--- src/rtl/hazard_ctrl.sv ---
// hazard_ctrl: stall/flush/bubble/freeze control for the five-stage pipe, beside ID.
// Optional perf counters under `HAZARD_CTRL_PERF_EN`. Revision: 1.0
`default_nettype none

module hazard_ctrl #(
  parameter int LOAD_STALL_CYCLES = 1
) (
  input  logic        clk_i,
  input  logic        rst_n_i,
  input  logic [4:0]  id_rs_i,
  input  logic [4:0]  id_rt_i,
  input  logic        id_uses_rt_i,
  input  logic        ex_memread_i,
  input  logic [4:0]  ex_rd_i,
  input  logic        branch_taken_i,
  input  logic        dmem_busy_i,
  output logic        pc_hold_o,
  output logic        if_id_hold_o,
  output logic        if_id_flush_o,
  output logic        id_ex_bubble_o,
  output logic        freeze_o,
  output logic [1:0]  state_o,
  output logic [31:0] stall_cycles_o,
  output logic [31:0] flush_count_o
);

  localparam logic [1:0] ST_RUN        = 2'd0;
  localparam logic [1:0] ST_LOAD_STALL = 2'd1;
  localparam logic [1:0] ST_MEM_WAIT   = 2'd2;

  // The first stall cycle is spent in RUN, so the counter covers the rest minus one.
  localparam logic [1:0] STALL_RELOAD =
    (LOAD_STALL_CYCLES > 1) ? 2'(LOAD_STALL_CYCLES - 2) : 2'd0;

  logic [1:0] state_q, state_d;
  logic [1:0] cnt_q, cnt_d;
  logic       ret_ls_q, ret_ls_d;
  logic       pend_q, pend_d;
  logic       lu;
  logic [1:0] eff_state;

  always_comb begin
    lu = ex_memread_i && (ex_rd_i != 5'd0) &&
         ((ex_rd_i == id_rs_i) || (id_uses_rt_i && (ex_rd_i == id_rt_i)));

    // Leaving MEM_WAIT resumes the saved state's evaluation in the same cycle.
    eff_state = (state_q == ST_MEM_WAIT) ? (ret_ls_q ? ST_LOAD_STALL : ST_RUN) : state_q;

    pc_hold_o      = 1'b0;
    if_id_hold_o   = 1'b0;
    if_id_flush_o  = 1'b0;
    id_ex_bubble_o = 1'b0;
    freeze_o       = 1'b0;
    state_d        = eff_state;
    cnt_d          = cnt_q;
    ret_ls_d       = ret_ls_q;
    pend_d         = pend_q;

    if (dmem_busy_i) begin
      freeze_o     = 1'b1;
      pc_hold_o    = 1'b1;
      if_id_hold_o = 1'b1;
      state_d      = ST_MEM_WAIT;
      if (state_q != ST_MEM_WAIT) begin
        ret_ls_d = (state_q == ST_LOAD_STALL);
      end
      if (branch_taken_i) begin
        pend_d = 1'b1;
      end
    end else begin
      case (eff_state)
        ST_LOAD_STALL: begin
          pc_hold_o      = 1'b1;
          if_id_hold_o   = 1'b1;
          id_ex_bubble_o = 1'b1;
          if (cnt_q == 2'd0) begin
            state_d = ST_RUN;
          end else begin
            cnt_d = cnt_q - 2'd1;
          end
        end
        default: begin
          if (lu) begin
            pc_hold_o      = 1'b1;
            if_id_hold_o   = 1'b1;
            id_ex_bubble_o = 1'b1;
            if (LOAD_STALL_CYCLES > 1) begin
              cnt_d   = STALL_RELOAD;
              state_d = ST_LOAD_STALL;
            end
          end else if (branch_taken_i || pend_q) begin
            if_id_flush_o = 1'b1;
            pend_d        = 1'b0;
          end
        end
      endcase
    end
  end

  always_ff @(posedge clk_i or negedge rst_n_i) begin
    if (!rst_n_i) begin
      state_q  <= ST_RUN;
      cnt_q    <= 2'd0;
      ret_ls_q <= 1'b0;
      pend_q   <= 1'b0;
    end else begin
      state_q  <= state_d;
      cnt_q    <= cnt_d;
      ret_ls_q <= ret_ls_d;
      pend_q   <= pend_d;
    end
  end

  assign state_o = state_q;

`ifdef HAZARD_CTRL_PERF_EN
  logic [31:0] stall_cycles_q;
  logic [31:0] flush_count_q;

  always_ff @(posedge clk_i or negedge rst_n_i) begin
    if (!rst_n_i) begin
      stall_cycles_q <= 32'd0;
      flush_count_q  <= 32'd0;
    end else begin
      if (pc_hold_o) begin
        stall_cycles_q <= stall_cycles_q + 32'd1;
      end
      if (if_id_flush_o) begin
        flush_count_q <= flush_count_q + 32'd1;
      end
    end
  end

  assign stall_cycles_o = stall_cycles_q;
  assign flush_count_o  = flush_count_q;
`else
  assign stall_cycles_o = 32'd0;
  assign flush_count_o  = 32'd0;
`endif

endmodule

`default_nettype wire

--- config.mk ---
export PLATFORM = sky130hd
export DESIGN_NAME = hazard_ctrl
export DESIGN_NICKNAME = d
export VERILOG_FILES = /design/src/rtl/hazard_ctrl.sv
export SDC_FILE = /design/constraint.sdc
export NUM_CORES = 1
export LEC_CHECK = 0
export CORE_UTILIZATION = 30
export DETAILED_ROUTE_END_ITERATION = 8
export GPL_TIMING_DRIVEN = 0
export MAX_ROUTING_LAYER = met4
export PLACE_DENSITY_LB_ADDON = 0.08
export SETUP_SLACK_MARGIN = 0.3
export SYNTH_ARGS = -nofsm -noshare
export SYNTH_HDL_FRONTEND = slang
export SYNTH_SLANG_ARGS = --single-unit
--- constraint.sdc ---
create_clock -name clk_i -period 2.1 [get_ports clk_i]
set_input_delay 0.42 -clock clk_i [delete_from_list [all_inputs] [get_ports clk_i]]
set_output_delay 0.42 -clock clk_i [all_outputs]
set_load 0.01 [all_outputs]
==> flow_metrics.tcl <==
set metrics [dict create \
    coreArea_sq_um 3030 \
    cts_num_sinks 6 \
    maxCapViolCount 0 \
    synth_area_sq_um 953 \
    ctsHoldBuffers 0 \
    grt_pass1_vias 681 \
    wire_per_inst_microns 6.81 \
    wl_met3_microns 182 \
    maxSlewViolCount 0 \
    status "finished, violations left" \
    synth_top_area_share 0.520 \
    drive_gt1_frac 0.444 \
    clk_latency_ps 240 \
    cts_tree "built" \
    die_h_microns 58.4 \
    grt_first_pass_wirelength_microns 2580 \
    synthTopCellsByArea "buf_4 (52%), dfrtp_1 (16%), xor2_1 (8.3%)" \
    drt-met1-wl_microns 586 \
    synth_largest_area_cell "buf_4" \
    ys_seq_area_frac 0.157 \
    violations "DRC" \
    combPwrFrac 0.549 \
    synth_top_family_by_area "buffers and inverters" \
    ant_nets 0 \
    ys_warn_count 0 \
    root_buffer "clkbuf_4" \
    finalCriticalPeriod_ps 2100 \
    grt_max_degree 11 \
    finalHoldViolations 0 \
    seqPwrFrac 0.265 \
    finalCritPeriodShare 0.998 \
    fin_worst_skew_ps 6.46 \
    critPathLaunchType "primary input" \
    worstPathArrival_ps 1680 \
    tns_ps 0 \
    p_leak_nw 0.956 \
    wl_met2_microns 1000 \
    io_buffers 26 \
    path_clk_slew_ps 50 \
    p_int_mw 0.367 \
    synth_compound_area_frac 0.0879 \
    muxShareOfSynthArea 0.0105 \
    synthCells 119 \
    cts_buffer_depth 2 \
    post-dp-hpwl_microns 1560 \
    antenna_found_initial 0 \
    grt-ovfl-total 0 \
    ios 92 \
    finalSetupViolCount 0 \
    synth_cell_types 25 \
    routed.top_layer "met3" \
    worstPathRequired_ps 1680 \
    start_util 0.315 \
    swShare 0.340 \
    place_congestion 0.669 \
    final_cell_mix "buf_4 (69), conb_1 (64), xor2_1 (8), buf_6 (8), clkdlybuf4s50_1 (7)" \
    power.net_switching_mw 0.189 \
    fin_area_sq_um 1600 \
    syn_to_final_growth_pct 68.2 \
    power_mw 0.556 \
    routed-via-count 827 \
    path_max_fanout 3 \
    rsz0062_at_grt "yes" \
    reg2reg_depth 4 \
    power_density_nw_per_um2 347 \
    nets 240 \
    crit_path_end_kind "output pin" \
    critical_path_class "in -> out" \
    yosys_register_bits 6 \
    mostFrequentLayoutCell "buf_4" \
    dr.first_iter.drc_count 4 \
    pwr-share-clk 0.186 \
    clock.fmax_ghz 0.477 \
    hp-class "in -> async" \
    synth-simple-area-share 0.0866 \
    syn_area_per_cell_sq_um 8.01 \
    vias_per_cell 3.18 \
    drc_errors 1 \
    diodes 0 \
    die_x_microns 58.4 \
    cts_made_buffers 3 \
    vdd_drop_max_v 0.000158 \
    htree_levels 1 \
    die_area_sq_um 3410 \
    firstDrtPassIters 5 \
    place_area_sq_um 1520 \
    drt_wl_total_microns 1770 \
    rows 20 \
    synth_xor_area_frac 0.101 \
    whs_ps 417 \
    track_usage 0.101 \
    synth_fa_ha_area_frac 0.0131 \
]
[cells in the mapped netlist]
| cell | number |
|---|---|
| a21o_1 | 1 |
| a21oi_1 | 2 |
| a22o_1 | 1 |
| a32oi_1 | 1 |
| buf_4 | 66 |
| clkbuf_1 | 1 |
| conb_1 | 1 |
| dfrtp_1 | 6 |
| ha_1 | 1 |
| inv_1 | 4 |
| mux2i_1 | 1 |
| nand2_1 | 3 |
| nand2b_1 | 1 |
| nor2_1 | 6 |
| nor2b_1 | 2 |
| nor3_1 | 2 |
| nor4_2 | 1 |
| o21a_1 | 1 |
| o21ai_0 | 2 |
| o21ai_2 | 1 |
| o21bai_1 | 1 |
| o31ai_1 | 2 |
| or4_1 | 1 |
| xnor2_1 | 2 |
| xor2_1 | 9 |
[per-stage QoR]
stage | instances | util | setup WS (ps)
CTS | 260 | 0.518 | 2.11
detailed placement | 252 | 0.502 | -751
global placement | 252 | 0.502 | -743
floorplan | 182 | - | 289
global route | 260 | 0.530 | -66.1
finish | 260 | 0.530 | 4.39
[per-layer routing]
metal | global-route usage | vias to the layer above
met4 | 0.0612 | 0
met1 | 0.0898 | 337
met2 | 0.194 | 50
met3 | 0.0198 | 0
met5 | - | -
li1 | - | 440
[state kept, by name, indices dropped and copies added, names as in the netlist]
register and count:
state_o 2, pend_q 1, cnt_q 2, ret_ls_q 1
[power by group through the flow]
stage	Combinational [mW]	Sequential, mW	Clock, mW
2_1_floorplan	0.218	0.148	0
3_3_place_gp	0.285	0.149	0
3_5_place_dp	0.291	0.150	0
4_1_cts	0.292	0.148	0.108
5_1_grt	0.335	0.151	0.113
6_report	0.305	0.147	0.103
[cells by family (layout without fill, tap and decap cells)]
| kind of cell | after synthesis | in the layout |
|---|---|---|
| compound gates | 12 | 12 |
| other cells | 1 | 64 |
| buf+inv | 71 | 105 |
| xor+xnor | 11 | 11 |
| flops | 6 | 6 |
| mux | 1 | 1 |
| simple gates | 16 | 16 |
| fa+ha+maj | 1 | 1 |
[worst paths after layout]
| check | startpoint | end | slack (ps) |
|---|---|---|---|
| hold / removal | rst_n_i | ret_ls_q$_DFFE_PN0P_ | 420 |
| setup reg to reg | state_o[1]$_DFF_PN0_ | cnt_q[0]$_DFFE_PN0P_ | 780 |
| min in group clk_i | cnt_q[0]$_DFFE_PN0P_ | cnt_q[0]$_DFFE_PN0P_ | 470 |
| hold reg to reg | cnt_q[0]$_DFFE_PN0P_ | cnt_q[0]$_DFFE_PN0P_ | 470 |
| setup / recovery | ex_rd_i[3] | if_id_flush_o | 4 |
| max in group asynchronous | rst_n_i | pend_q$_DFFE_PN0P_ | 1470 |
[worst max-delay path: stages]
cell and delay, ps:
buf_8 100, xor2_1 160, nor4_2 290, a32oi_2 150, buf_4 160, buf_6 110
o21a_1 150, buf_2 140
[final cells by class]
| class | instances | area (sq um) |
|---|---|---|
| sequential | 6 | 150 |
| inverter | 4 | 15.0 |
| fill | 308 | 1420 |
| buffer | 67 | 503 |
| multi-input combinational | 105 | 576 |
| clock buffer | 3 | 22.5 |
| timing repair buffer | 31 | 283 |
| tap | 44 | 55.1 |
[what timing repair did]
| item | in CTS | in global routing |
|---|---|---|
| gates cloned | 0 | 0 |
| setup buffers | 5 | 0 |
| endpoints found under the setup margin | 4 | 4 |
| resized for setup | 65 | 10 |
| pin swaps | 14 | 5 |
(Power assumes the default switching activity.)
